## src/rtl/conv_encoder_framer.sv

```systemverilog
`default_nettype none
// ============================================================================
// Module   : conv_encoder_framer
// Purpose  : Rate-1/2 feedforward convolutional encoder and framer with an
//            optional zero tail, feeding the Viterbi decoder symbol stream.
// Revision : 1.0  initial release
// ============================================================================
module conv_encoder_framer #(
   parameter int             K    = 5,
   parameter logic [K-1:0]   G0   = 5'b11111,
   parameter logic [K-1:0]   G1   = 5'b11011,
   parameter bit             TAIL = 1'b1
) (
   input  logic       clk,
   input  logic       rst,
   input  logic       start,
   input  logic [7:0] payload_len,
   input  logic       bit_in,
   input  logic       bit_valid,
   output logic       bit_ready,
   output logic [1:0] sym_out,
   output logic       sym_valid,
   input  logic       sym_ready,
   output logic       sym_last,
   output logic [7:0] sym_idx,
   output logic [7:0] frame_len,
   output logic       busy,
   output logic       frame_done,
   output logic       len_err
);

   localparam int         M        = K - 1;
   localparam logic [8:0] TAIL_LEN = TAIL ? 9'(M) : 9'd0;

   typedef enum logic [1:0] {
      S_IDLE   = 2'd0,
      S_DATA   = 2'd1,
      S_FLUSH  = 2'd2,
      S_FINISH = 2'd3
   } state_t;

   state_t       state;
   state_t       state_nxt;

   logic [M-1:0] st;
   logic [7:0]   plen;
   logic [7:0]   load_cnt;

   logic         slot_free;
   logic [8:0]   total;
   logic         start_ok;
   logic         start_acc;
   logic         start_rej;
   logic         load;
   logic         enc_bit;
   logic         done;
   logic [K-1:0] r;
   logic [1:0]   sym_nxt;
   logic [M-1:0] st_nxt;

   // Single-entry output register: a new symbol may load while the old drains.
   assign slot_free = !sym_valid || sym_ready;
   assign total     = {1'b0, payload_len} + TAIL_LEN;
   assign start_ok  = (payload_len != 8'd0) && (total <= 9'd255);

   assign r       = {st, enc_bit};
   assign sym_nxt = {^(r & G0), ^(r & G1)};
   assign st_nxt  = {st[M-2:0], enc_bit};

   always_ff @(posedge clk) begin
      if (rst) begin
         state <= S_IDLE;
      end else begin
         state <= state_nxt;
      end
   end

   always_comb begin
      state_nxt = state;
      bit_ready = 1'b0;
      load      = 1'b0;
      enc_bit   = 1'b0;
      start_acc = 1'b0;
      start_rej = 1'b0;
      done      = 1'b0;
      case (state)
         S_IDLE: begin
            if (start) begin
               if (start_ok) begin
                  start_acc = 1'b1;
                  state_nxt = S_DATA;
               end else begin
                  start_rej = 1'b1;
               end
            end
         end
         S_DATA: begin
            bit_ready = slot_free;
            if (bit_valid && slot_free) begin
               load    = 1'b1;
               enc_bit = bit_in;
               if (load_cnt == plen - 8'd1) begin
                  state_nxt = TAIL ? S_FLUSH : S_FINISH;
               end
            end
         end
         S_FLUSH: begin
            // Zero injection drives the shift register back to all-zero.
            if (slot_free) begin
               load = 1'b1;
               if (load_cnt == frame_len - 8'd1) begin
                  state_nxt = S_FINISH;
               end
            end
         end
         S_FINISH: begin
            if (sym_valid && sym_ready && sym_last) begin
               done      = 1'b1;
               state_nxt = S_IDLE;
            end
         end
         default: begin
            state_nxt = S_IDLE;
         end
      endcase
   end

   always_ff @(posedge clk) begin
      if (rst) begin
         st         <= '0;
         plen       <= 8'd0;
         load_cnt   <= 8'd0;
         sym_out    <= 2'b00;
         sym_valid  <= 1'b0;
         sym_last   <= 1'b0;
         sym_idx    <= 8'd0;
         frame_len  <= 8'd0;
         busy       <= 1'b0;
         frame_done <= 1'b0;
         len_err    <= 1'b0;
      end else begin
         frame_done <= done;
         len_err    <= start_rej;

         if (start_acc) begin
            st        <= '0;
            plen      <= payload_len;
            frame_len <= total[7:0];
            busy      <= 1'b1;
            load_cnt  <= 8'd0;
         end

         if (load) begin
            sym_out   <= sym_nxt;
            sym_valid <= 1'b1;
            sym_idx   <= load_cnt;
            sym_last  <= (load_cnt == frame_len - 8'd1);
            st        <= st_nxt;
            load_cnt  <= load_cnt + 8'd1;
         end else if (sym_valid && sym_ready) begin
            sym_valid <= 1'b0;
         end

         if (done) begin
            busy     <= 1'b0;
            sym_last <= 1'b0;
         end
      end
   end

endmodule
`default_nettype wire

```

## config.mk

```make
export PLATFORM = sky130hd
export DESIGN_NAME = conv_encoder_framer
export DESIGN_NICKNAME = d
export VERILOG_FILES = /design/src/rtl/conv_encoder_framer.sv
export SDC_FILE = /design/constraint.sdc
export NUM_CORES = 1
export LEC_CHECK = 0
export ABC_AREA = 1
export BUFFER_PORTS_ARGS = -buffer_cell sky130_fd_sc_hd__buf_4
export CORE_ASPECT_RATIO = 1.4
export CORE_MARGIN = 3
export CORE_UTILIZATION = 51
export CTS_CLUSTER_DIAMETER = 150
export CTS_CLUSTER_SIZE = 16
export DETAILED_ROUTE_END_ITERATION = 8
export GPL_TIMING_DRIVEN = 0
export PLACE_DENSITY_LB_ADDON = 0.12
export SETUP_SLACK_MARGIN = 0.5
export SYNTH_ARGS = -nofsm -noshare
export SYNTH_HDL_FRONTEND = slang
export SYNTH_SLANG_ARGS = --single-unit
```

## constraint.sdc

```tcl
create_clock -name clk -period 5.1 [get_ports clk]
set_input_delay 1.53 -clock clk [delete_from_list [all_inputs] [get_ports clk]]
set_output_delay 1.53 -clock clk [all_outputs]
set_load 0.01 [all_outputs]
```

## Word level (Yosys, flattened, before mapping)

Index checks and enable logic that the tools add are counted.

| word-level totals | value |
|---|---|
| bits in registers | 45 |
| bits of input ports | 14 |
| output and inout port bits | 24 |
| word-level logic and storage cells | 72 |

| cells by class | value |
|---|---|
| $add $sub $neg | 4 |
| order comparisons | 1 |
| eq/ne operators | 12 |
| mux-type cells | 26 |
| bitwise gates (word level) | 2 |
| reduce and logical (&&, ||, !) cells | 15 |

Operator list:

| operator | count |
|---|---|
| $eq A8 B8 Y1 | 2 |
| $mux W8 | 2 |
| $sub A8 B1 Y8 const B | 2 |
| $mux W2 | 7 |
| $ne A2 B2 Y1 const B | 7 |
| $mux W1 | 13 |
| $reduce_xor A5 Y1 | 2 |
| $add A8 B3 Y9 const B | 1 |
| $le A9 B8 Y1 const B | 1 |
| $add A8 B1 Y8 const B | 1 |
| $mux W4 | 2 |
| $pmux W2 S4 | 1 |
| $reduce_bool A8 Y1 | 1 |
| $reduce_and A7 Y1 | 1 |
| $eq A2 B2 Y1 const B | 2 |
| $logic_and A1 B1 Y1 | 4 |
| $reduce_bool A2 Y1 | 2 |
| $reduce_or A3 Y1 | 1 |
| $eq A2 B1 Y1 const B | 1 |
| $logic_not A2 Y1 | 1 |
| $not A1 Y1 | 2 |
| $pmux W1 S2 | 1 |
| $reduce_or A2 Y1 | 1 |
| $logic_not A1 Y1 | 1 |
| $logic_or A1 B1 Y1 | 1 |

## Longest topological paths before layout

| depth | value |
|---|---|
| depth in word-level cells | 8 |
| depth in mapped cells | 16 |
| depth with buffers taken out | 15 |

## Worst setup path before layout

No wires, ideal clock.

| timing path | value |
|---|---|
| kind | input-to-output |
| from | in sym_ready |
| to | out bit_ready |
| arrival time | 1.884 ns |
| required time | 3.570 ns |
| setup slack | 1.686 ns |
| stages | 4 |
| path buffers | 0 |
| cells stage by stage | inv_1 nand2_1 inv_1 nor2_1 |

| on the way | value |
|---|---|
| longest elaborated chain between the ends | 2 |

RTL lines:

| what | RTL line | RTL |
|---|---|---|
| start: declaration | 23 | `input logic sym_ready,` |
| $logic_or A1 B1 Y1 | 62 | `assign slot_free = !sym_valid \|\| sym_ready;` |
| $mux W1 | 86 | `case (state)` |
| end: declaration | 20 | `output logic bit_ready,` |

No other way between the ends.

## Worst setup path in the final report

Same ends and word-level chain as after synthesis.

==> impl_results.md <==
- Register area share after synthesis: around a third
- Fill count: between 400 and 500
- Post-route DRC: 0
- Critical Path Sink Type: output port
- DIE AREA: 5915 sq um
- Vias in the first global route: between 2000 and 2500
- Area leader, netlist: dfxtp_1
- Setup Crit Path Kind: input pin to output port
- Post-cts hold buffer count: 0
- Mapped Area: about 2600 sq um
- RSZ-0062 raised after global routing: false
- Final nets: 446
- Critical Path Slowest Stage Cell: buf_4
- Worst skew pair latency: 300 ps
- Synth-to-layout area growth: 16.87%
- #FFs+latches synth: 43
- Syn nets: 403
- Worst vdd ir: ~0.0003 V
- Hold_sp: busy$_SDFFE_PP0P_
- Leak Pwr: between 1 and 1.5 nW
- Final setup vio count: 0
- Reg-to-Reg Start: frame_len[0]$_SDFFE_PP0P_
- Cell variety after synth: 28
- Top cell type's share of synthesized area: around 34%
- Sw Share: a little over two fifths
- Simple-gate portion of the synthesized area: between 30% and 40%
- Largest net degree at the start of global routing: 14
- Global router's overall resource usage: between 20% and 30%
- Via-to-Cell Ratio: between 5 and 6
- Period utilization: 71.18%
- Worst Path Required: ~3600 ps
- Worst Hold Path Cells: 2
- Mux contribution to synthesized area: 0%
- Die height: 89.81 um
- Routed vias: 2515
- PD cells: 460.3 nW/um^2
- Cell Rows: 29
- Reg clk slew, reported paths: about 80 ps
- Dpl cells: between 400 and 500
- Internal: around 0.78 mW
- CP Launch Point: sym_ready
- Top cells by area, synth: dfxtp_1 34%, nand2_1 14%, nor2_1 6.2%, inv_1 6.0%, a21oi_1 5.7%
- Non-Filler Instances: around 490
- CTS buffer count: 5
- Initial Utilization: around 55%
- Number of port buffers: 36
- Synth Area in XOR/XNOR: about 5%
- Comb power frac: roughly half
- TritonRoute pass-1 iters: 4
- Hold crit path type: flip-flop to flip-flop
- Final min period: around 3600 ps
- Critical path fanouts, max: 4
- CP Depth: 6
- FF-to-FF path depth: 15
- Post-CTS setup buffer count: 0
- Mapped Cells: 380
- Die width: approximately 66 um
- Final hold vios: 0
- Setup TNS: 0 ps
- CORE AREA: 4681 sq um
- Clk pwr share: about 16%
- WL final: roughly 6400 um
- CP Buf/Inv Count: 4
- Worst-Margin Slew: approximately 610 ps
- Root buf cell: clkbuf_8
- Clock Tree Buf Depth: 2
- Initial antenna violation count: 0
- Max cap viols: 0
- Post_cts resized: 0
- N_diodes: 0
- Startpoint Class: input pin
- Boundary pin count: 38
- Slew HR: between 50% and 60%
- Crit path cell chain: buf_4 > inv_1 > nand2_1 > inv_1 > nor2_1 > buf_4
- Power share of the sequential group: 33.3%
- CP top delay family: buffers and inverters
- Max Slew Vio Count: 0
- Synth warn: 0
- CTS tree: yes
- Largest family of logic cells by synthesized area: simple AND/OR/NAND/NOR gates
- Fraction of layout instances using a drive strength above 1: between 20% and 30%
- Gr ovfl total: 0
- DRT iter0 DRCs: 118
- P_sw: 0.6014 mW
- GP Congestion: 0.8667
- Clock sinks: 43
- Final Skew: roughly 6.3 ps
- Placed wire-length estimate: about 4900 um
- Max H-tree Level: 2
- Slowest cell delay on critical path: between 100 and 150 ps
- Worst EP arrival: between 2000 and 2500 ps
- Routed Antenna Nets: 0
- Fmax: about 280 MHz
- Status: complete, no violations
- First-pass GRT wire length: between 10000 and 15000 um
- Compound-cell area share of the yosys netlist: approximately 14%
- Synth Area in Adders: approximately 4.4%
- Average size of a mapped cell: roughly 6.7 sq um
- Avg WL per Cell: approximately 13 um
-- placed cells by master (no fill, tap or decap), drive strengths merged --
| cell type | Yosys | routed |
|---|---|---|
| inv | 49 | 49 |
| a21boi | 1 | 1 |
| clkinv | 0 | 3 |
| xor2 | 7 | 7 |
| nor3 | 3 | 3 |
| clkbuf | 3 | 8 |
| dfxtp | 43 | 43 |
| nor2 | 47 | 47 |
| o21ai | 26 | 26 |
| nand4 | 5 | 5 |
| nor3b | 1 | 1 |
| nand3 | 30 | 30 |
| xnor2 | 8 | 8 |
| buf | 12 | 48 |
| o21a | 1 | 1 |
| nand2 | 98 | 98 |
| ha | 9 | 9 |
| a211oi | 1 | 1 |
| o211ai | 1 | 1 |
| a21oi | 35 | 35 |
-- power by group through the flow --
stage | clock (mW) | sequential [mW] | combinational [mW]
3_5_place_dp | 0 | 0.466 | 0.705
6_report | 0.214 | 0.458 | 0.705
2_1_floorplan | 0 | 0.474 | 0.490
5_1_grt | 0.230 | 0.468 | 0.794
4_1_cts | 0.218 | 0.459 | 0.707
3_3_place_gp | 0 | 0.465 | 0.689
-- layout make-up --
class                   instances  area [sq um]  share of cell area, %
clock inverters                 3         15.01                 0.5021
well taps                      62         77.57                  2.594
plain buffers                  15         108.9                  3.640
flip-flops and latches         43         860.8                  28.79
repair buffers                 36         270.3                  9.038
multi-input cells             273          1405                  46.99
inverters                      49         183.9                  6.151
clock buffers                   5         68.82                  2.301
-- worst reg2reg max path, stage by stage (launching register included) --
cell and delay (ps):
dfxtp_1 400, inv_2 120, ha_1 230, buf_6 140
inv_2 70, nand2_1 50, nand3_1 80, nand2_1 60
nor2_1 100, nand2_1 60, nor2_1 90, nand3_1 140
nand2_2 120, nand4_1 100, nand2_1 90, nor2_1 40
-- path summary, 6_finish.rpt --
check / slack [ps] / endpoint
max: 1470 / bit_ready
min: 460 / busy$_SDFFE_PP0P_
max reg2reg: 3140 / state[0]$_SDFFE_PP0P_
min reg2reg: 460 / busy$_SDFFE_PP0P_
-- registers in the layout (all words and copies together) (netlist names) --
name / count
frame_len: 8
load_cnt: 8
sym_idx: 8
plen: 6
st: 4
state: 2
sym_out: 2
busy: 1
frame_done: 1
len_err: 1
sym_last: 1
sym_valid: 1
-- synthesized netlist by cell type (all sizes together) --
library cell / number
a21boi: 1
nor3: 3
nand2: 98
inv: 49
buf: 12
a211oi: 1
nand3: 30
clkbuf: 3
ha: 9
nand4: 5
nor2: 47
xor2: 7
o21ai: 26
o211ai: 1
xnor2: 8
a21oi: 35
o21a: 1
dfxtp: 43
nor3b: 1
-- stage by stage --
step	hold slack [ps]	worst slack (ps)	cell area [sq um]	total power [mW]	util [%]
floorplan	435.4	1686	2559	0.9641	-
global placement	440.4	1482	2907	1.154	62.10
detailed placement	451.5	1474	2907	1.171	62.10
CTS	465.0	1466	2990	1.383	63.89
global route	484.8	1418	2990	1.491	63.89
finish	462.0	1470	2990	1.377	63.89
-- cells by family after synthesis --
kind of cell	after synthesis
adders and majority gates	9
and+or+nand+nor	184
buffers and inverters	64
DFF	43
xor gates and xnor gates	15
AOI/OAI and AO/OA	65
-- per-layer routing --
metal | track usage, % | vias to the layer above | wire [um]
li1 | - | 1290 | -
met3 | 2.494 | 10 | 315
met4 | 10.03 | 0 | 155
met1 | 26.71 | 1155 | 2654
met2 | 39.16 | 60 | 3251
met5 | 0 | - | 0
Power figures use the tool's default switching activity.
